File: src/rtl/control_multicycle_if.sv
// control_multicycle_if: instruction/flag inputs and control strobes between the FSM and the datapath.
interface control_multicycle_if;
    logic [31:0] instr;
    logic        zero;
    logic        ir_ld_en;
    logic        pc_ld_en;
    logic        pc_sel;
    logic        rf_b_sel;
    logic [1:0]  imm_ext;
    logic        alu_bin_sel;
    logic [3:0]  alu_func;
    logic        mem_wr_en;
    logic        byte_op;
    logic        rf_wr_en;
    logic        rf_wr_data_sel;
    logic [2:0]  state;
    modport master (
        input  instr, zero,
        output ir_ld_en, pc_ld_en, pc_sel, rf_b_sel, imm_ext, alu_bin_sel,
               alu_func, mem_wr_en, byte_op, rf_wr_en, rf_wr_data_sel, state
    );
    modport slave (
        output instr, zero,
        input  ir_ld_en, pc_ld_en, pc_sel, rf_b_sel, imm_ext, alu_bin_sel,
               alu_func, mem_wr_en, byte_op, rf_wr_en, rf_wr_data_sel, state
    );
endinterface

File: src/rtl/control_multicycle.sv
// control_multicycle: multicycle IF/DEC/EX/MEM/WB sequencer decoding control for a MIPS-style datapath.
module control_multicycle (
    input logic clk,
    input logic rst,
    control_multicycle_if.master bus
);
    typedef enum logic [2:0] {S_IF = 3'd0, S_DEC = 3'd1, S_EX = 3'd2, S_MEM = 3'd3, S_WB = 3'd4} state_t;
    state_t state, next;
    logic [5:0] op;
    logic r_type, add_imm, lui, andi, ori, is_b, is_beq, is_bne, is_br, ld, st, supported, taken, dec;
    assign op        = bus.instr[31:26];
    assign r_type    = op == 6'b100000;
    assign lui       = op == 6'b111001;
    assign add_imm   = op == 6'b111000 || op == 6'b110000 || lui;
    assign andi      = op == 6'b110010;
    assign ori       = op == 6'b110011;
    assign is_b      = op == 6'b111111;
    assign is_beq    = op == 6'b000000;
    assign is_bne    = op == 6'b000001;
    assign is_br     = is_b || is_beq || is_bne;
    assign ld        = op == 6'b000011 || op == 6'b001111;
    assign st        = op == 6'b000111 || op == 6'b011111;
    assign supported = r_type || add_imm || andi || ori || is_br || ld || st;
    assign taken     = is_b || (is_beq && bus.zero) || (is_bne && !bus.zero);
    assign dec       = state != S_IF;
    always_ff @(posedge clk) begin
        if (rst) state <= S_IF;
        else     state <= next;
    end
    always_comb begin
        next = S_IF;
        case (state)
            S_IF:    next = S_DEC;
            S_DEC:   next = supported ? S_EX : S_IF;
            S_EX:    next = (ld || st) ? S_MEM : is_br ? S_IF : S_WB;
            S_MEM:   next = ld ? S_WB : S_IF;
            default: next = S_IF;
        endcase
        bus.state          = state;
        bus.alu_func       = !dec ? 4'd0 : r_type ? bus.instr[3:0] : andi ? 4'd2 : ori ? 4'd3 : is_br ? 4'd1 : 4'd0;
        bus.imm_ext        = !dec ? 2'd0 : is_br ? 2'd3 : (andi || ori) ? 2'd1 : lui ? 2'd2 : 2'd0;
        bus.alu_bin_sel    = dec && (add_imm || andi || ori || ld || st);
        bus.rf_b_sel       = dec && (is_br || st);
        bus.byte_op        = dec && (op == 6'b000011 || op == 6'b000111);
        bus.rf_wr_data_sel = dec && ld;
        // strobes are masked by reset so an aborted instruction never writes
        bus.ir_ld_en       = !rst && state == S_IF;
        bus.rf_wr_en       = !rst && state == S_WB;
        bus.mem_wr_en      = !rst && state == S_MEM && st;
        bus.pc_ld_en       = !rst && (state == S_WB || (state == S_MEM && st) ||
                             (state == S_EX && is_br) || (state == S_DEC && !supported));
        bus.pc_sel         = !rst && state == S_EX && is_br && taken;
    end
endmodule

File: src/flat_wrapper.sv
// flat-port wrapper written by rule: the top's interface ports become plain ports
module control_multicycle_flat 
  (clk, rst, bus_instr, bus_zero, bus_ir_ld_en, bus_pc_ld_en, bus_pc_sel, bus_rf_b_sel, bus_imm_ext, bus_alu_bin_sel, bus_alu_func, bus_mem_wr_en, bus_byte_op, bus_rf_wr_en, bus_rf_wr_data_sel, bus_state);
  control_multicycle_if bus_i ();
  input logic clk;
  input logic rst;
  input wire logic [$bits(bus_i.instr)-1:0] bus_instr;
  input wire logic [$bits(bus_i.zero)-1:0] bus_zero;
  output wire logic [$bits(bus_i.ir_ld_en)-1:0] bus_ir_ld_en;
  output wire logic [$bits(bus_i.pc_ld_en)-1:0] bus_pc_ld_en;
  output wire logic [$bits(bus_i.pc_sel)-1:0] bus_pc_sel;
  output wire logic [$bits(bus_i.rf_b_sel)-1:0] bus_rf_b_sel;
  output wire logic [$bits(bus_i.imm_ext)-1:0] bus_imm_ext;
  output wire logic [$bits(bus_i.alu_bin_sel)-1:0] bus_alu_bin_sel;
  output wire logic [$bits(bus_i.alu_func)-1:0] bus_alu_func;
  output wire logic [$bits(bus_i.mem_wr_en)-1:0] bus_mem_wr_en;
  output wire logic [$bits(bus_i.byte_op)-1:0] bus_byte_op;
  output wire logic [$bits(bus_i.rf_wr_en)-1:0] bus_rf_wr_en;
  output wire logic [$bits(bus_i.rf_wr_data_sel)-1:0] bus_rf_wr_data_sel;
  output wire logic [$bits(bus_i.state)-1:0] bus_state;
  assign bus_i.instr = bus_instr;
  assign bus_i.zero = bus_zero;
  assign bus_ir_ld_en = bus_i.ir_ld_en;
  assign bus_pc_ld_en = bus_i.pc_ld_en;
  assign bus_pc_sel = bus_i.pc_sel;
  assign bus_rf_b_sel = bus_i.rf_b_sel;
  assign bus_imm_ext = bus_i.imm_ext;
  assign bus_alu_bin_sel = bus_i.alu_bin_sel;
  assign bus_alu_func = bus_i.alu_func;
  assign bus_mem_wr_en = bus_i.mem_wr_en;
  assign bus_byte_op = bus_i.byte_op;
  assign bus_rf_wr_en = bus_i.rf_wr_en;
  assign bus_rf_wr_data_sel = bus_i.rf_wr_data_sel;
  assign bus_state = bus_i.state;
  control_multicycle u_core (.clk(clk), .rst(rst), .bus(bus_i));
endmodule
File: config.mk
export PLATFORM = sky130hd
export DESIGN_NAME = control_multicycle_flat
export DESIGN_NICKNAME = d
export VERILOG_FILES = /design/src/rtl/control_multicycle_if.sv /design/src/rtl/control_multicycle.sv /design/src/flat_wrapper.sv
export SDC_FILE = /design/constraint.sdc
export NUM_CORES = 1
export LEC_CHECK = 0
export ABC_AREA = 0
export ABC_CLOCK_PERIOD_IN_PS = 2800
export CORE_MARGIN = 10
export CORE_UTILIZATION = 32
export CTS_CLUSTER_SIZE = 40
export DETAILED_ROUTE_END_ITERATION = 8
export PLACE_DENSITY = 0.9
export SYNTH_ARGS = -nofsm -noshare
export SYNTH_HDL_FRONTEND = slang
export SYNTH_SLANG_ARGS = --single-unit
File: constraint.sdc
create_clock -name clk -period 2.8 [get_ports clk]
set_input_delay 0.42 -clock clk [delete_from_list [all_inputs] [get_ports clk]]
set_output_delay 0.42 -clock clk [all_outputs]
set_load 0.03 [all_outputs]
Word-level counts from Yosys, hierarchy flattened

Cells that the tools add are included.

Flip-flop bits (word level): 3
Input bits: 35
Output and inout bits: 18
Word-level logic and storage cells: 79

Equal/unequal tests: 16
Mux-type cells: 14
Reductions and logical operators: 48

Operators with widths:

| operator                                                              | count |
|---|---|
| 6-bit equality test, second input constant                            | 7 |
| 1-bit logical OR                                                      | 25 |
| 1-bit logical AND                                                     | 17 |
| 4-bit two-way mux                                                     | 4 |
| 3-bit case mux with 4 select lines                                    | 1 |
| 2-bit two-way mux                                                     | 5 |
| 3-bit two-way mux                                                     | 3 |
| 3-bit by 2-bit equality test with 1-bit output, second input constant | 2 |
| 6-bit by 1-bit equality test with 1-bit output, second input constant | 1 |
| 6-bit by 2-bit equality test with 1-bit output, second input constant | 1 |
| 6-bit by 3-bit equality test with 1-bit output, second input constant | 1 |
| 6-bit by 4-bit equality test with 1-bit output, second input constant | 1 |
| 6-bit by 5-bit equality test with 1-bit output, second input constant | 1 |
| 6-bit logical NOT                                                     | 1 |
| 3-bit by 1-bit equality test with 1-bit output, second input constant | 1 |
| 3-bit equality test, second input constant                            | 1 |
| 1-bit logical NOT                                                     | 3 |
| 3-bit logical NOT                                                     | 1 |
| 3-bit nonzero test                                                    | 1 |
| 1-bit two-way mux                                                     | 1 |

Logic depth before layout (Yosys ltp)

Depth in word-level cells: 13
Mapped depth: 5
Depth with buffers taken out: 4

Least setup slack after synthesis

Ideal clock, no wire load.

Path type: reg-to-output
Start point: register u_core.state[1] (netlist: u_core.bus.state[1])
End point: output bus_pc_ld_en
Data arrival time: 2.182 ns
Required time: 2.380 ns
Setup slack: 0.198 ns
Cell stages (with the launch flop): 5
Path buffers: 1
Path through: dfxtp_1 clkbuf_1 nor4b_1 a41oi_1 o221ai_1

Longest elaborated chain between the ends: 6
Elaborated cells between the ends (all ways): 11
Classes of those cells: eq/ne: 4; reduce/logical: 7

Ends and longest elaborated chain:

| element                                        | RTL line                 | text |
|---|---|---|
| start, declared                                | control_multicycle.sv:8  | `state_t state, next;` |
| start signal, assigned                         | control_multicycle.sv:28 | `else state <= next;` |
| 3-bit by 2-bit equality test with 1-bit output | control_multicycle.sv:50 | `bus.pc_ld_en = !rst && (state == S_WB \|\| (state == S_MEM && st) \|\|` |
| 1-bit logical AND                              | control_multicycle.sv:50 |  |
| 1-bit logical OR (2 in a row)                  | control_multicycle.sv:50 |  |
| 1-bit logical OR *                             | control_multicycle.sv:51 | `(state == S_EX && is_br) \|\| (state == S_DEC && !supported));` |
| 1-bit logical AND *                            | control_multicycle.sv:50 |  |
| end, declared                                  | flat_wrapper.sv:10       | `output wire logic [$bits(bus_i.pc_ld_en)-1:0] bus_pc_ld_en;` |

Mark *: on every way between the ends. The rest lies on a longest branch, timed or not.

Final worst setup path

Start point: input bus_instr[29]
End point: output bus_mem_wr_en

Longest elaborated chain between the ends: 3
Elaborated cells between the ends (all ways): 4
Classes of those cells: eq/ne: 2; reduce/logical: 2

Ends and longest elaborated chain:

| element                                                                                                          | RTL line                 | text |
|---|---|---|
| start, declared                                                                                                  | flat_wrapper.sv:7        | `input wire logic [$bits(bus_i.instr)-1:0] bus_instr;` |
| 6-bit by 3-bit equality test with 1-bit output or 6-bit by 5-bit equality test with 1-bit output (tied branches) | control_multicycle.sv:22 | `assign st = op == 6'b000111 \|\| op == 6'b011111;` |
| 1-bit logical OR *                                                                                               | control_multicycle.sv:22 |  |
| 1-bit logical AND *                                                                                              | control_multicycle.sv:49 | `bus.mem_wr_en = !rst && state == S_MEM && st;` |
| end, declared                                                                                                    | flat_wrapper.sv:16       | `output wire logic [$bits(bus_i.mem_wr_en)-1:0] bus_mem_wr_en;` |

Marks and branches as above.

==> results.md <==
* Max Fclk at between 300 and 400 MHz
* PortBufs at 30
* Filler Cell Count at between 150 and 200
* Io pins at between 50 and 60
* Crit path launch type: input port
* Worst Path Max Fanout at 10
* End of the critical path: bus_mem_wr_en
* Setup repair bufs after CTS at 0
* Share of cells above drive strength 1 at 0.248
* CP top delay family: buffers and inverters
* Clock buffer depth at 2
* RSZ-0062 raised after global routing: false
* Core area at between 1500 and 2000 um2
* CTS clk-pin slew, worst paths at approximately 0.040 ns
* Post-synth EDFFs at 0
* Cell count after synthesis at 87
* Distinct cell type count after synthesis at a little over 40
* Rows at 15
* Largest cells by area after synthesis: dfxtp_1 10%, nor2_1 8.5%, nand2_1 6.5%
* R2r endpoint: u_core.bus.state[1]$_SDFF_PP0_
* Residual DRC at 0
* Maximum vdd drop at between 150 and 200 uV
* CTS sink count at 3
* Number of H-tree branching levels at 1
* Crit path from: bus_instr[29]
* Vias in the first global route at between 700 and 800
* Largest net degree at the start of global routing at 12
* First-pass GRT wire length at approximately 3400 um
* Initial core utilization at 0.334
* Clock Skew at 0.000953 ns
* Most used DFF post-synth: dfxtp_1
* PostCTS Resize Cnt at 0
* Hold Violations, Final at 0
* CP Data Arrival Time at 2.11 ns
* Actual slew at the worst max-slew pin at 0.507 ns
* Via density at 5.23
* Yosys top cell by area: dfxtp_1
* All-Layer GR Usage at 0.105
* Die ar. at 3900 um2
* Setup TNS at 0 ns
* PwrDens at between 200 and 300 nW/um2
* Wire length per cell at 13.8 um
* HP Class: reg2reg
* Storage element area at between 60 and 70 um2
* Synth Warn # at 0
* Ys async rst share at 0
* Via count at roughly 760
* Crit Path Class: in2out
* Worst Path Required at 2.38 ns
* Top Registers: u_core.bus.state x3
* Multi-input logic area at 462 um2
* Final GP Congestion at around 0.8
* Drt first pass iters at 5
* ANT cells at 0
* Clock root buffer: clkbuf_4
* Die width at 62.5 um
* Initial antenna violation count at 0
* Layout Utilization at 0.535
* Mean Syn Cell Area at 6.63 um2
* Buf+Inv Stages, Crit Path at 4
* Synth Net Count at 122
* Commonest non-fill, non-tap cells in the layout: 19 x clkdlybuf4s50_1, 19 x buf_4, 13 x nor2_1, 10 x nand2_1, 6 x a21oi_1
* Register area share after synthesis at 0.104
* R2r startpoint: u_core.bus.state[2]$_SDFF_PP0_
* Post-CTS Hold Buffers at 0
* Fin crit share at 0.902
* Worst-path cell chain: clkdlybuf4s50_1 > buf_4 > or2_2 > a21boi_0 > inv_1 > nor3_1 > buf_4
* Pleak at between 0.3 and 0.4 nW
* CP max stage delay at between 0.4 and 0.5 ns
* Final min period at ~2.5 ns
* Worst r2r path cells at 4
* Die Ht at 62.5 um
* Detailed Route Iter0 Violations at 40
* Final setup violation count at 0
* GRT Residual Overflow at 0
* Clock latency at the later pin of the worst-skew pair at between 0.2 and 0.3 ns
* Mapped Area at between 500 and 600 um2
* Largest register by flop count: u_core.bus.state
* Worst reg2reg setup slack at roughly 1.6 ns
* Logic depth of the worst path, buffers included at 7
* Synth-to-layout area growth at 60.1%
* Count of state elements after synthesis at 3
* Worst slew margin at 0.659
* Final wirelength at around 2000 um
* Max Cap Viol at 0
* Max reg flops at 3
* DP Wirelength at ~1700 um
* Nets at between 150 and 200
* Slew Viols, Final at 0
* Top cell by count, worst path: buf_4
* Yosys top cell area share at 0.104
* Antenna viol nets, final at 0
* Status: finished, final reports clean
* Num CTS Buffers at 3
* TritonCTS clock tree: done
* CP Capture Type: output pin
* Slowest CP cell: clkdlybuf4s50_1
==> per-stage QoR <==
stage                     instances  instance area (um2)  hold slack (ns)  worst slack [ns]  total power, mW
after floorplan                  87                  577            0.489             0.198            0.117
after global placement          142                  897            0.540             0.297            0.162
after detailed placement        142                  897            0.541             0.260            0.165
after CTS                       146                  923            0.543             0.261            0.251
after global routing            146                  923            0.606             0.131            0.267
final                           146                  923            0.541             0.273            0.248
==> how the worst min path moves through the flow <==
stage	from	to	slack, ns	depth (start not counted)
final	u_core.bus.state[2]$_SDFF_PP0_	u_core.bus.state[0]$_SDFF_PP0_	0.54	1
after global routing	u_core.bus.state[2]$_SDFF_PP0_	u_core.bus.state[0]$_SDFF_PP0_	0.61	1
after CTS	u_core.bus.state[2]$_SDFF_PP0_	u_core.bus.state[0]$_SDFF_PP0_	0.54	1
after detailed placement	u_core.bus.state[2]$_SDFF_PP0_	u_core.bus.state[0]$_SDFF_PP0_	0.54	1
after global placement	u_core.bus.state[2]$_SDFF_PP0_	u_core.bus.state[0]$_SDFF_PP0_	0.54	1
after floorplan	rst	u_core.bus.state[0]$_SDFF_PP0_	0.49	1
==> final cells by class <==
type                            instances  area share
Tap cell                               25      0.0339
Multi-Input combinational cell         73       0.500
Timing Repair Buffer                   38       0.360
Inverter                                3      0.0122
Sequential cell                         3      0.0650
Clock buffer                            4      0.0285
==> cell families after synthesis <==
family                    Yosys count  share of synthesized area
AOI/OAI and AO/OA                  20                      0.245
xor gates and xnor gates            3                     0.0456
buffers and inverters              11                     0.0954
DFF                                 3                      0.104
muxes                               1                     0.0174
and+or+nand+nor                    49                      0.492
==> worst reg2reg max path: cells and delay by family (launching register included) <==
family             cells  cell delay, ns
and+or+nand+nor        2            0.38
AOI/OAI and AO/OA      2            0.36
DFF                    1            0.35
==> cell usage after synthesis (all sizes together), types with 2 or more instances <==
library cell / n
and3: 3
inv: 3
or3: 2
nand2: 10
buf: 6
nor3: 5
nand3: 4
nor4b: 2
o21ai: 3
nor2: 13
dfxtp: 3
clkbuf: 2
nand4: 2
xor2: 2
a21oi: 6
==> routing by layer <==
layer | up-vias | global-route usage | part of all wire
met4 | 0 | 0.0251 | 0.0070
met5 | - | 0 | 0
li1 | 385 | - | -
met3 | 2 | 0.0538 | 0.091
met1 | 339 | 0.119 | 0.47
met2 | 38 | 0.169 | 0.43
==> where the power goes <==
group	internal (mW)	total [mW]	switching, mW	leakage (nW)
clock network	0.0538	0.0831	0.0293	0.0150
registers	0.0452	0.0510	0.00578	0.0246
logic	0.0527	0.113	0.0607	0.327
total	0.152	0.248	0.0958	0.366
No activity file was read; power rests on OpenSTA's default activity.
